[config.mk]
export PLATFORM = sky130hd
export DESIGN_NAME = icache_fetch_responder_flat
export DESIGN_NICKNAME = d
export VERILOG_FILES = /design/src/rtl/icache_fetch_responder_if.sv /design/src/rtl/icache_fetch_responder.sv /design/src/flat_wrapper.sv
export SDC_FILE = /design/constraint.sdc
export NUM_CORES = 2
export LEC_CHECK = 0
export ABC_AREA = 0
export BUFFER_PORTS_ARGS = -buffer_cell sky130_fd_sc_hd__clkbuf_2
export CAP_MARGIN = 20
export CORE_ASPECT_RATIO = 0.9
export CORE_UTILIZATION = 45
export CTS_BUF_LIST = sky130_fd_sc_hd__clkbuf_16
export DETAILED_ROUTE_END_ITERATION = 6
export PLACE_DENSITY_LB_ADDON = 0.25
export RECOVER_POWER = 25
export SLEW_MARGIN = 15
export SYNTH_ARGS = -nofsm -noshare
export SYNTH_HDL_FRONTEND = slang
export SYNTH_SLANG_ARGS = --single-unit
[constraint.sdc]
create_clock -name CLK -period 3.61 [get_ports CLK]
set_input_delay 0.1805 -clock CLK [delete_from_list [all_inputs] [get_ports CLK]]
set_output_delay 0.1805 -clock CLK [all_outputs]
set_load 0.005 [all_outputs]
[src/rtl/icache_fetch_responder_if.sv]
// Fetch-side and memory-fill signals of the instruction cache, bundled as one port.
// The cache takes the slave modport; the fetch stage/memory model takes master.
interface icache_fetch_responder_if;
  logic [31:0] Instr_address_2IM;
  logic [31:0] Instr1_fIM;
  logic        miss;
  logic        Flush_IN;
  logic        Mem_Req_OUT;
  logic [31:0] Mem_Addr_OUT;
  logic        Mem_Valid_IN;
  logic [31:0] Mem_Data_IN;
  logic [31:0] Miss_Count_OUT;

  modport slave (
    input  Instr_address_2IM, Flush_IN, Mem_Valid_IN, Mem_Data_IN,
    output Instr1_fIM, miss, Mem_Req_OUT, Mem_Addr_OUT, Miss_Count_OUT
  );

  modport master (
    output Instr_address_2IM, Flush_IN, Mem_Valid_IN, Mem_Data_IN,
    input  Instr1_fIM, miss, Mem_Req_OUT, Mem_Addr_OUT, Miss_Count_OUT
  );
endinterface

[src/rtl/icache_fetch_responder.sv]
// Direct-mapped instruction cache: combinational hit path, line-fill burst on miss.
// Flush during a fill poisons the line so it drains but never becomes valid.
module icache_fetch_responder #(
  parameter int LINE_WORDS = 4,
  parameter int NUM_LINES  = 16
) (
  input  logic                           CLK,
  input  logic                           RESET,
  icache_fetch_responder_if.slave        fif
);
  localparam int WB = $clog2(LINE_WORDS);
  localparam int IB = $clog2(NUM_LINES);
  localparam int TB = 32 - 2 - WB - IB;

  typedef enum logic [1:0] {IDLE, REQ, FILL} state_t;

  state_t               state_q, state_d;
  logic [NUM_LINES-1:0] valid_q, valid_d;
  logic                 poison_q, poison_d;
  logic [WB-1:0]        cnt_q, cnt_d;
  logic [31:0]          maddr_q, maddr_d;
  logic [31:0]          mcnt_q, mcnt_d;

  logic [31:0]          data_q [NUM_LINES][LINE_WORDS];
  logic [TB-1:0]        tag_q  [NUM_LINES];
  logic                 data_we, tag_we;

  logic [WB-1:0]        a_word;
  logic [IB-1:0]        a_idx;
  logic [TB-1:0]        a_tag;
  logic [IB-1:0]        f_idx;
  logic [TB-1:0]        f_tag;
  logic                 hit;

  assign a_word = fif.Instr_address_2IM[2 +: WB];
  assign a_idx  = fif.Instr_address_2IM[2+WB +: IB];
  assign a_tag  = fif.Instr_address_2IM[31 -: TB];
  // Fill target comes from the latched line address, not the live fetch address
  assign f_idx  = maddr_q[2+WB +: IB];
  assign f_tag  = maddr_q[31 -: TB];

  assign hit = (state_q == IDLE) && valid_q[a_idx] && (tag_q[a_idx] == a_tag);

  assign fif.miss           = !hit;
  assign fif.Instr1_fIM     = hit ? data_q[a_idx][a_word] : 32'h0;
  assign fif.Mem_Req_OUT    = (state_q == REQ);
  assign fif.Mem_Addr_OUT   = maddr_q;
  assign fif.Miss_Count_OUT = mcnt_q;

  always_comb begin
    state_d  = state_q;
    valid_d  = valid_q;
    poison_d = poison_q;
    cnt_d    = cnt_q;
    maddr_d  = maddr_q;
    mcnt_d   = mcnt_q;
    data_we  = 1'b0;
    tag_we   = 1'b0;
    case (state_q)
      IDLE: if (!hit && !fif.Flush_IN) begin
        maddr_d = {fif.Instr_address_2IM[31:2+WB], {(2+WB){1'b0}}};
        cnt_d   = '0;
        mcnt_d  = mcnt_q + 32'd1;
        state_d = REQ;
      end
      REQ: state_d = FILL;
      FILL: if (fif.Mem_Valid_IN) begin
        data_we = 1'b1;
        cnt_d   = cnt_q + 1'b1;
        if (cnt_q == WB'(LINE_WORDS-1)) begin
          tag_we  = 1'b1;
          state_d = IDLE;
        end
      end
      default: state_d = IDLE;
    endcase
    if (fif.Flush_IN) begin
      valid_d = '0;
      if (state_q != IDLE) poison_d = 1'b1;
    end
    // A flush on the final word cycle also keeps the line invalid
    if (tag_we) begin
      if (!poison_q && !fif.Flush_IN) valid_d[f_idx] = 1'b1;
      poison_d = 1'b0;
    end
  end

  always_ff @(posedge CLK) begin
    if (!RESET) begin
      state_q  <= IDLE;
      valid_q  <= '0;
      poison_q <= 1'b0;
      cnt_q    <= '0;
      maddr_q  <= '0;
      mcnt_q   <= '0;
    end else begin
      state_q  <= state_d;
      valid_q  <= valid_d;
      poison_q <= poison_d;
      cnt_q    <= cnt_d;
      maddr_q  <= maddr_d;
      mcnt_q   <= mcnt_d;
    end
  end

  always_ff @(posedge CLK) begin
    if (RESET && data_we) data_q[f_idx][cnt_q] <= fif.Mem_Data_IN;
    if (RESET && tag_we)  tag_q[f_idx]         <= f_tag;
  end
endmodule
[src/flat_wrapper.sv]
// flat-port wrapper written by rule: the top's interface ports become plain ports
module icache_fetch_responder_flat 
#(
  parameter int LINE_WORDS = 4,
  parameter int NUM_LINES  = 16
)
  (CLK, RESET, fif_Instr_address_2IM, fif_Flush_IN, fif_Mem_Valid_IN, fif_Mem_Data_IN, fif_Instr1_fIM, fif_miss, fif_Mem_Req_OUT, fif_Mem_Addr_OUT, fif_Miss_Count_OUT);
  icache_fetch_responder_if fif_i ();
  input  logic CLK;
  input  logic RESET;
  input wire logic [$bits(fif_i.Instr_address_2IM)-1:0] fif_Instr_address_2IM;
  input wire logic [$bits(fif_i.Flush_IN)-1:0] fif_Flush_IN;
  input wire logic [$bits(fif_i.Mem_Valid_IN)-1:0] fif_Mem_Valid_IN;
  input wire logic [$bits(fif_i.Mem_Data_IN)-1:0] fif_Mem_Data_IN;
  output wire logic [$bits(fif_i.Instr1_fIM)-1:0] fif_Instr1_fIM;
  output wire logic [$bits(fif_i.miss)-1:0] fif_miss;
  output wire logic [$bits(fif_i.Mem_Req_OUT)-1:0] fif_Mem_Req_OUT;
  output wire logic [$bits(fif_i.Mem_Addr_OUT)-1:0] fif_Mem_Addr_OUT;
  output wire logic [$bits(fif_i.Miss_Count_OUT)-1:0] fif_Miss_Count_OUT;
  assign fif_i.Instr_address_2IM = fif_Instr_address_2IM;
  assign fif_i.Flush_IN = fif_Flush_IN;
  assign fif_i.Mem_Valid_IN = fif_Mem_Valid_IN;
  assign fif_i.Mem_Data_IN = fif_Mem_Data_IN;
  assign fif_Instr1_fIM = fif_i.Instr1_fIM;
  assign fif_miss = fif_i.miss;
  assign fif_Mem_Req_OUT = fif_i.Mem_Req_OUT;
  assign fif_Mem_Addr_OUT = fif_i.Mem_Addr_OUT;
  assign fif_Miss_Count_OUT = fif_i.Miss_Count_OUT;
  icache_fetch_responder #(.LINE_WORDS(LINE_WORDS), .NUM_LINES(NUM_LINES)) u_core (.CLK(CLK), .RESET(RESET), .fif(fif_i));
endmodule
==> impl_metrics.tcl <==
set metrics [dict create \
    status "complete, but fails checks" \
    violations "DRC, capacitance limit, slew limit, setup timing" \
    total_power_mw 59.4 \
    cts_tree "built" \
    root_buffer "clkbuf_16" \
    insertion_delay_ns 0.87 \
    slew_violations 887 \
    synthTopCellsByArea "edfxtp_1 75%, mux4_2 17%, dfxtp_1 1.7%" \
    totalWireLength_um 256000 \
    synth_edf_count 2432 \
    cp.arrival_ns 4.42 \
    cpMostUsedCell "mux4_2" \
    htreeDepth 4 \
    cts.sinks 2513 \
    hold_class "in -> reg" \
    drt-initial-drc-count 5980 \
    path_cells "mux4_2, mux4_2, xnor2_1, buf_4, nand4_1, or4b_4, nor3_4, buf_12, inv_12, bufbuf_16, a311oi_4, clkbuf_2" \
    drc 27 \
    rsz0062_at_grt "yes" \
    ys_types 65 \
    cpMaxStageDelayCell "or4b_4" \
    synthArstFlopShare_pct 0 \
    synth_top_area_share_pct 75.3 \
    fillers 16300 \
    yosysWarnings 0 \
    syn2layout_area_growth_pct 16.4 \
    setup_tns_ns -30.23 \
    die_h_um 443 \
    setup_viol 70 \
    finalNetCount 4802 \
    drive_gt1_share_pct 33.3 \
    syn_area_um2 97000 \
    cpLargestDelayFamily "simple AND/OR/NAND/NOR gates" \
    crit_type "reg -> out" \
    placed_area_um2 105000 \
    max-clock-path-buffers 3 \
    cp.required_ns 3.43 \
    finClkSkew_ns 0.0446 \
    relSlewSlack_pct -80.6 \
    end_kind "output port" \
    grt.overflow.total 0 \
    grt_util_all_layers_pct 23.6 \
    synth_area_leader_cell "edfxtp_1" \
    viasPerCell 6.10 \
    dp.cells 7282 \
    max_clock_freq_mhz 217 \
    post-route-min-period_ns 4.60 \
    cts_inserted_buffers 237 \
    drv_cap 17 \
    grt_max_degree 119 \
    detail-route-antenna-nets 0 \
    place_hpwl_um 136000 \
    peakVddDrop_mv 0.429 \
    hold_violations 0 \
    worst_setup_path_start_kind "register" \
    ioPinCount 166 \
    crit_fanout 11 \
    tightest_slew_ns 2.71 \
    synth-main-ff-cell "edfxtp_1" \
    rows 161 \
    num_vias 47500 \
    crit_buf_inv 5 \
    avgSynthCellArea_um2 23.1 \
    synth_cells 4205 \
    initial_core_util_pct 45.3 \
    port_buffers 159 \
    ys_seq_area_share_pct 76.9 \
    timing.final.ws_setup_ns -0.989 \
    powerDensity_nw_per_um2 526 \
    core_area_um2 214000 \
    drt-wirelength-per-cell_um 32.9 \
    stdcell_count 7775 \
    die_x_um 492 \
    drt_pre_antenna_iters 7 \
    clkTransAtPathRegs_ns 0.07 \
    ys_seq_elements 2513 \
    max_stage_delay_ns 0.61 \
    final.period_utilization_pct 127 \
    grt_first_pass_wirelength_um 361000 \
    die-area_um2 218000 \
    p_leak_nw 35.6 \
    fin_area_um2 113000 \
    grt_pass1_vias 47000 \
    place.gp.congestion 0.830 \
    rrSetupSlack_ns -0.14 \
    fin_util_pct 52.7 \
    antenna_found_initial 7 \
]
-- routing by layer --
| layer | vias up | track usage, % | routed length, µm |
|---|---|---|---|
| met5 | - | 0 | 23 |
| li1 | 19000 | - | - |
| met2 | 2115 | 36.7 | 122000 |
| met3 | 335 | 4.86 | 22100 |
| met1 | 26000 | 34.4 | 107000 |
| met4 | 4 | 5.25 | 5100 |
-- state kept, by name, summed over array words and instances, names as in the netlist --
register,count
u_core.valid_q,16
u_core.poison_q,1
u_core.cnt_q,2
u_core.fif.Mem_Addr_OUT,28
u_core.tag_q,384
u_core.state_q,2
u_core.fif.Miss_Count_OUT,32
u_core.data_q,2048
-- where the power goes --
group          switching (mW)  internal, mW
Clock                    10.8          13.6
Combinational            1.66          1.25
Sequential              0.110          32.0
-- placed cells by master, fill, tap and decap left out, types with 37 or more instances in the layout --
master / Yosys / routed
edfxtp_1: 2432 / 2432
mux4_2: 739 / 739
clkbuf_16: 0 / 240
buf_4: 18 / 185
clkbuf_2: 0 / 113
buf_12: 0 / 101
mux2i_1: 91 / 91
nand2_1: 81 / 81
dfxtp_1: 81 / 81
nor2_4: 0 / 80
inv_1: 26 / 73
clkinv_1: 1 / 63
nor2_1: 138 / 56
dlygate4sd3_1: 0 / 54
clkbuf_1: 89 / 38
clkinv_2: 0 / 37
-- what timing repair did --
item                                    in CTS  in global routing
gates cloned                                 2                  1
pin swaps                                   11                  4
resized for setup                           39                 23
hold buffers                                45                  9
buffers inserted                             6                  4
endpoints found under the hold margin      656                469
endpoints found under the setup margin      46                 64
-- final timing paths --
| kind | end | from | cells past startpoint |
|---|---|---|---|
| worst min-delay path | u_core.fif.Mem_Addr_OUT[20]$_SDFFE_PN0P_ | fif_Instr_address_2IM[20] | 4 |
| worst max-delay path | fif_Instr1_fIM[23] | u_core.tag_q[0][12]$_DFFE_PP_ | 12 |
| worst max register to register | u_core.cnt_q[0]$_SDFFE_PN0P_ | u_core.tag_q[0][12]$_DFFE_PP_ | 13 |
| worst min register to register | u_core.valid_q[3]$_SDFF_PN0_ | u_core.valid_q[3]$_SDFF_PN0_ | 1 |
-- cells in the mapped netlist, drive strengths merged, types with 2 or more instances --
| cell type | n |
|---|---|
| edfxtp | 2432 |
| mux4 | 739 |
| buf | 143 |
| nor2 | 138 |
| mux2i | 91 |
| clkbuf | 89 |
| dfxtp | 81 |
| nand2 | 81 |
| a211oi | 35 |
| inv | 28 |
| a21oi | 26 |
| and2 | 26 |
| mux2 | 24 |
| nor2b | 24 |
| a311oi | 20 |
| nand3 | 20 |
| nand4 | 20 |
| a22o | 16 |
| o22ai | 16 |
| xnor2 | 16 |
| a31o | 15 |
| and3 | 15 |
| xor2 | 13 |
| nor3 | 11 |
| nand2b | 9 |
| nor4 | 8 |
| o21ai | 8 |
| a221oi | 5 |
| ha | 5 |
| o31ai | 5 |
| and4 | 4 |
| o311ai | 4 |
| or3 | 4 |
| a2111oi | 3 |
| a31oi | 3 |
| a32oi | 3 |
| o221ai | 3 |
| o2111ai | 2 |
| o2bb2ai | 2 |
| or2 | 2 |
| or4b | 2 |
-- worst reg2reg max path: stages, from the launching register on --
cell and delay (ns):
edfxtp_1 0.37, mux4_2 0.47, mux4_2 0.47, xnor2_1 0.15, buf_4 0.13, nand4_1 0.20, buf_4 0.21, buf_4 0.12
nor4b_2 0.53, buf_4 0.28, a31oi_4 0.13, buf_4 0.20, or3_1 0.31, a21oi_1 0.12
-- logic make-up (layout without fill, tap and decap cells) --
kind of cell             Yosys count  after routing  share of synthesized area [%]
other                              1              5                        0.00386
adder cells (fa/ha/maj)            5              5                         0.0645
flip-flops                      2513           2513                           76.9
XOR/XNOR                          29             29                          0.262
AO/OA/AOI/OAI                    174            174                           1.34
AND/OR/NAND/NOR                  368            368                           1.82
buffers and inverters            261            975                           1.22
multiplexers                     854            854                           18.4
-- stage by stage --
step	hold slack (ns)	setup WS (ns)
2_1_floorplan	0.279	0.00262
3_3_place_gp	0.453	-0.490
3_5_place_dp	0.462	-0.563
4_1_cts	0.0327	-1.02
5_1_grt	0.154	-1.12
6_report	0.147	-0.989
-- cell type report --
class | count | area, µm² | area share, %
sequential | 2513 | 74700 | 66.1
tap | 2852 | 3570 | 3.16
clock buffer | 239 | 5980 | 5.30
timing repair buffer | 514 | 4950 | 4.39
multi-input combinational | 1434 | 22100 | 19.5
inverter | 29 | 126 | 0.112
antenna | 1 | 2.50 | 0.00222
clock inverter | 193 | 1570 | 1.39
Note: power is estimated with default switching activity, not from simulation.
